--- config.mk ---
export PLATFORM = sky130hd
export DESIGN_NAME = single_pc_fetch
export DESIGN_NICKNAME = d
export VERILOG_FILES = /design/src/rtl/single_pc_fetch.sv
export SDC_FILE = /design/constraint.sdc
export NUM_CORES = 1
export LEC_CHECK = 0
export BUFFER_PORTS_ARGS = -buffer_cell sky130_fd_sc_hd__buf_2
export CORE_MARGIN = 8
export CORE_UTILIZATION = 40
export DETAILED_ROUTE_END_ITERATION = 10
export GPL_TIMING_DRIVEN = 0
export PLACE_DENSITY = 0.74
export SYNTH_ARGS = -nofsm -noshare
export SYNTH_HDL_FRONTEND = slang
export SYNTH_SLANG_ARGS = --single-unit
--- constraint.sdc ---
create_clock -name i_clk -period 5.3 [get_ports i_clk]
set_clock_uncertainty 0.05 [all_clocks]
set_input_delay 0.53 -clock i_clk [delete_from_list [all_inputs] [get_ports i_clk]]
set_output_delay 0.53 -clock i_clk [all_outputs]
set_load 0.02 [all_outputs]
--- src/rtl/single_pc_fetch.sv ---
// Single-outstanding instruction fetch unit: one memory request at a time,
// one held instruction for decode, with branch/jump redirect handling.
module single_pc_fetch #(
    parameter logic [31:0] RESET_PC = 32'h0000_0000
) (
    input  logic        i_clk,
    input  logic        i_rst,
    input  logic        i_redirect,
    input  logic [31:0] i_redirect_pc,
    output logic        o_imem_req,
    output logic [31:0] o_imem_addr,
    input  logic        i_imem_ack,
    input  logic [31:0] i_imem_data,
    output logic        o_inst_valid,
    input  logic        i_inst_ready,
    output logic [31:0] o_inst,
    output logic [31:0] o_inst_pc,
    output logic [31:0] o_pc,
    output logic [31:0] o_pc_plus_1
);

    typedef enum logic [1:0] {
        S_IDLE  = 2'd0,
        S_FETCH = 2'd1,
        S_VALID = 2'd2,
        S_DROP  = 2'd3
    } state_t;

    state_t      state_reg;
    logic [31:0] pc_reg;
    logic [31:0] addr_reg;
    logic [31:0] inst_reg;
    logic [31:0] inst_pc_reg;
    logic [31:0] pc_plus_1;

    assign pc_plus_1 = pc_reg + 32'd1;

    always_ff @(posedge i_clk or posedge i_rst) begin
        if (i_rst) begin
            state_reg   <= S_IDLE;
            pc_reg      <= RESET_PC;
            addr_reg    <= RESET_PC;
            inst_reg    <= 32'd0;
            inst_pc_reg <= 32'd0;
        end else begin
            case (state_reg)
                S_IDLE: begin
                    if (i_redirect)
                        pc_reg <= i_redirect_pc;
                    state_reg <= S_FETCH;
                end
                S_FETCH: begin
                    // Captured every cycle so a redirect can keep presenting
                    // the address of the request still in flight.
                    addr_reg <= pc_reg;
                    if (i_redirect) begin
                        pc_reg    <= i_redirect_pc;
                        state_reg <= i_imem_ack ? S_FETCH : S_DROP;
                    end else if (i_imem_ack) begin
                        inst_reg    <= i_imem_data;
                        inst_pc_reg <= pc_reg;
                        pc_reg      <= pc_plus_1;
                        state_reg   <= S_VALID;
                    end
                end
                S_VALID: begin
                    if (i_redirect) begin
                        pc_reg    <= i_redirect_pc;
                        state_reg <= S_FETCH;
                    end else if (i_inst_ready) begin
                        state_reg <= S_FETCH;
                    end
                end
                S_DROP: begin
                    if (i_redirect)
                        pc_reg <= i_redirect_pc;
                    if (i_imem_ack)
                        state_reg <= S_FETCH;
                end
                default: state_reg <= S_IDLE;
            endcase
        end
    end

    assign o_imem_req   = (state_reg == S_FETCH) || (state_reg == S_DROP);
    assign o_imem_addr  = (state_reg == S_FETCH) ? pc_reg : addr_reg;
    assign o_inst_valid = (state_reg == S_VALID);
    assign o_inst       = inst_reg;
    assign o_inst_pc    = inst_pc_reg;
    assign o_pc         = pc_reg;
    assign o_pc_plus_1  = pc_plus_1;

endmodule

### Word level (Yosys, flattened, before mapping)

Cells that the tools add are included.

| storage, ports and cells | value |
|---|---|
| input bits | 69 |
| bits in latches | 0 |
| output and inout port bits | 162 |
| word-level logic and storage cells | 32 |
| RAM bits | 0 |
| bits in read-only memories | 0 |
| register bits after elaboration | 130 |
| memories kept | 0 |

| cells by class | value |
|---|---|
| multipliers | 0 |
| reductions and logical operators | 6 |
| $add $sub $neg | 1 |
| divide/modulo/power cells | 0 |
| bitwise gates (word level) | 1 |
| mux-type cells | 12 |
| eq/ne operators | 7 |
| $lt $le $gt $ge | 0 |
| shift-type cells | 0 |

Operators with widths:

| kind | number |
|---|---|
| 32-bit 2-to-1 mux | 4 |
| 32-bit case mux with 2 select lines | 1 |
| 32-bit by 1-bit adder with 32-bit output (second input constant) | 1 |
| 2-bit 2-to-1 mux | 6 |
| 2-bit case mux with 4 select lines | 1 |
| 3-bit AND reduction | 2 |
| 2-bit equality test (second input constant) | 2 |
| 3-bit by 2-bit != test with 1-bit output (second input constant) | 1 |
| 3-bit != test (second input constant) | 1 |
| 3-bit OR reduction | 1 |
| 2-bit by 1-bit equality test with 1-bit output (second input constant) | 1 |
| 2-bit logical NOT | 1 |
| 2-bit by 1-bit != test with 1-bit output (second input constant) | 1 |
| 2-bit != test (second input constant) | 1 |
| 2-bit AND reduction | 1 |
| 1-bit logical OR | 1 |
| 1-bit inverter | 1 |

### Logic depth before layout (Yosys ltp)

| depth | value |
|---|---|
| depth after elaboration | 4 |
| gate-level depth with buffers | 6 |
| gate-level depth less buffers | 5 |

### Least setup slack after synthesis

No wires, ideal clock.

| timing path | value |
|---|---|
| path kind | reg-to-output |
| from | register pc_reg[12] (netlist: o_pc[12]) |
| to | output o_pc_plus_1[25] |
| stages on the path, launching flop included | 7 |
| required time | 4.720 ns |
| path buffers | 2 |
| data arrival time | 2.052 ns |
| path slack | 2.668 ns |
| path through | dfrtp_1 > clkbuf_1 > nand4_1 > nor3_1 > clkbuf_1 > nand4_1 > xnor2_1 |

| on the way | value |
|---|---|
| cells in the longest elaborated chain, start to end | 1 |

RTL lines:

| what | line | RTL |
|---|---|---|
| start: declaration | 30 | `logic [31:0] pc_reg;` |
| start signal: assignment | 49 | `pc_reg <= i_redirect_pc;` |
| start signal: assignment | 57 | `pc_reg <= i_redirect_pc;` |
| start signal: assignment | 62 | `pc_reg <= pc_plus_1;` |
| 32-bit by 1-bit adder with 32-bit output | 36 | `assign pc_plus_1 = pc_reg + 32'd1;` |
| end: declaration | 19 | `output logic [31:0] o_pc_plus_1` |

Every way passes these cells.

### Worst setup path after layout

| timing path | value |
|---|---|
| from | register pc_reg[11] (netlist: o_pc[11]) |
| to | output o_pc_plus_1[29] |

Same word-level chain as after synthesis.

==> results.json <==
{
  "status": "finished, final reports clean",
  "power.total_uw": 3762,
  "num_vias": 5421,
  "drv_cap": 0,
  "finalNetCount": 880,
  "syn-mean-instance-area_um2": 10.92,
  "startpoint_type": "flip-flop",
  "cts_tree": "yes",
  "cts_max_path_buffers": 2,
  "leakagePower_uw": 0.003786,
  "die_x_um": 139.8,
  "synth_top_area_share_pct": 53.08,
  "cp_num_buf_inv": 3,
  "endpoint_kind": "output port",
  "antenna_found_initial": 2,
  "met1_length_um": 8218,
  "synth.most_common_cell": "dfrtp_1",
  "grt_overflow": 0,
  "grt_pass1_vias": 5736,
  "cts.clk_slew.worst_paths_ns": 0.06,
  "crit_fanout": 10,
  "max-vdd-ir-drop_uv": 249.1,
  "max_freq_mhz": 283.2,
  "cts_setup_buffers": 0,
  "die-height_um": 139.8,
  "path_cells": "clkbuf_1 > nand4_1 > nor3_1 > clkbuf_1 > nand3_1 > xnor2_1 > buf_2",
  "synthCells": 561,
  "grt_first_pass_wirelength_um": 31580,
  "grt_setup_unrepaired": "false",
  "track_usage_pct": 20.70,
  "rrSetupSlack_ns": 2.51,
  "slowest_stage": "nor3_1",
  "maxUsedRoutingLayer": "met5",
  "cts_buffers": 17,
  "synth_commonest_cells": "dfrtp_1 (130), mux2_2 (80), nand2_1 (59)",
  "wl_met3_um": 1595,
  "holdCritPathClass": "input port to async pin",
  "grt_max_degree": 97,
  "die_area_mm2": 0.01954,
  "hpwl_um": 14930,
  "finalHoldViolCount": 0,
  "wl_met2_um": 9749,
  "finalCriticalPeriod_ns": 3.531,
  "max_stage_delay_ns": 0.60,
  "routabilityCongestion": 0.8578,
  "synth_nets": 631,
  "final.period_utilization_pct": 66.62,
  "clock_sinks": 130,
  "r2r-start": "state_reg[1]$_DFFE_PP0P_",
  "io_pins": 231,
  "io_buffers": 229,
  "final_util_pct": 54.28,
  "num_rows": 45,
  "ys_seq_area_share_pct": 53.08,
  "drc": 0,
  "path_class": "flip-flop to output port",
  "ant_nets": 0,
  "multi_input_area_mm2": 0.002609,
  "synth_edf_count": 0,
  "yosysWarnings": 0,
  "start_util_pct": 40.61,
  "cp.required_ns": 4.72,
  "drt_wl_total_um": 20070,
  "coreArea_mm2": 0.01509,
  "yosys_register_bits": 130,
  "syn_to_final_growth_pct": 33.65,
  "synth_ff_type": "dfrtp_1",
  "slew_headroom_pct": 33.74,
  "async_flop_share_pct": 100.0,
  "power.density_mw_per_mm2": 459.3,
  "synth_top_area_cell": "dfrtp_1",
  "drive_above_1_share_pct": 44.35,
  "drtIter0Drc": 376,
  "insertion_delay_ns": 0.42,
  "viasPerCell": 5.357,
  "ctsResizeCount": 0,
  "r2r_cells": 5,
  "timing.setup.tns_ns": 0,
  "r2r-end": "o_inst_pc[17]$_DFFE_PP0P_",
  "worstMarginPinSlew_ns": 0.9848,
  "arrival_ns": 2.95,
  "yosysUniqueCellTypes": 49,
  "synth_area_mm2": 0.006128,
  "crit_top_cell": "clkbuf_1",
  "num-fill-cells": 1388,
  "synthTopCellsByArea": "dfrtp_1 (53%), mux2_2 (15%), xnor2_1 (4.6%), nand2_1 (3.6%), o21ai_0 (2.7%)",
  "drv_slew": 0,
  "cts_max_level": 4,
  "cts-root-buf": "clkbuf_16",
  "seqCellArea_mm2": 0.003253,
  "path_delay_family": "buffers and inverters",
  "wl_per_cell_um": 19.83,
  "drtPass1Iterations": 5,
  "final-setup-viol-count": 0,
  "cts_hold_buf": 0
}
==> metal layers <==
| metal | vias to the layer above | track usage (%) |
|---|---|---|
| li1 | 2486 | - |
| met4 | 2 | 8.743 |
| met5 | - | 0 |
| met3 | 35 | 7.045 |
| met1 | 2647 | 24.16 |
| met2 | 251 | 34.13 |
==> stage by stage <==
| step | hold WS [ns] | cells | instance area (µm²) | setup WS [ns] |
|---|---|---|---|---|
| 6_report | 0.03323 | 1012 | 8190 | 1.769 |
| 5_1_grt | 0.05128 | 1012 | 8190 | 1.592 |
| 4_1_cts | 0.02919 | 1011 | 8188 | 1.802 |
| 3_5_place_dp | 0.4233 | 979 | 7542 | 2.268 |
| 3_3_place_gp | 0.4164 | 978 | 7510 | -0.3624 |
| 2_1_floorplan | 0.4791 | 561 | 6128 | 1.251 |
==> cell type report <==
cell class | count | area share [%]
sequential | 130 | 39.72
multi-input combinational | 366 | 31.85
timing repair buffer | 230 | 14.33
clock buffer | 20 | 5.698
tap | 188 | 2.872
buffer | 44 | 2.291
clock inverter | 12 | 2.185
inverter | 21 | 1.024
antenna | 1 | 0.03055
==> how the worst max path moves through the flow <==
| stage | startpoint | endpoint | slack [ns] | cells after the start |
|---|---|---|---|---|
| final | o_pc[11]$_DFFE_PP0P_ | o_pc_plus_1[29] | 1.77 | 7 |
| after global routing | o_pc[11]$_DFFE_PP0P_ | o_pc_plus_1[22] | 1.59 | 7 |
| after CTS | o_pc[0]$_DFFE_PP0P_ | o_pc_plus_1[20] | 1.80 | 6 |
| after detailed placement | o_pc[0]$_DFFE_PP0P_ | o_pc_plus_1[20] | 2.27 | 6 |
| after global placement | i_rst | addr_reg[18]$_DFF_PP0_ | -0.36 | 2 |
| after floorplan | i_rst | addr_reg[0]$_DFF_PP0_ | 1.25 | 1 |
==> power by group <==
| group | internal, µW | leakage, µW | switching [µW] |
|---|---|---|---|
| Combinational | 418 | 0.00193 | 717 |
| Sequential | 1230 | 0.00154 | 120 |
| Clock | 825 | 0.000309 | 454 |
| Total | 2470 | 0.00379 | 1290 |
==> cell families after synthesis <==
logic type | after synthesis | share of synthesized area (%)
simple gates | 178 | 14.64
flops | 130 | 53.08
mux | 81 | 14.86
buf+inv | 65 | 4.348
compound gates | 64 | 6.860
xor+xnor | 42 | 6.002
fa+ha+maj | 1 | 0.2041
==> cell usage in the layout (no fill, tap or decap), types with 2 or more instances in the layout <==
cell type	instances
and4_1	2
xor2_1	10
nand4_1	26
xnor2_1	32
nor3_1	15
o21ai_0	33
o31ai_1	2
buf_2	240
clkbuf_1	28
nand2_1	59
inv_6	2
a311o_1	4
a31oi_1	8
bufinv_16	4
a221o_1	2
clkinv_4	2
or3_1	5
nand3_1	18
clkinv_2	2
or4_1	2
buf_4	2
o31a_1	3
buf_1	2
nor4_1	7
clkbuf_8	3
a31o_2	2
mux2_2	80
inv_1	19
nor2_1	29
clkbuf_16	17
o311ai_0	4
clkinvlp_4	3
nor2b_1	2
nand2b_1	2
dfrtp_1	130
Power figures use the tool's default switching activity.
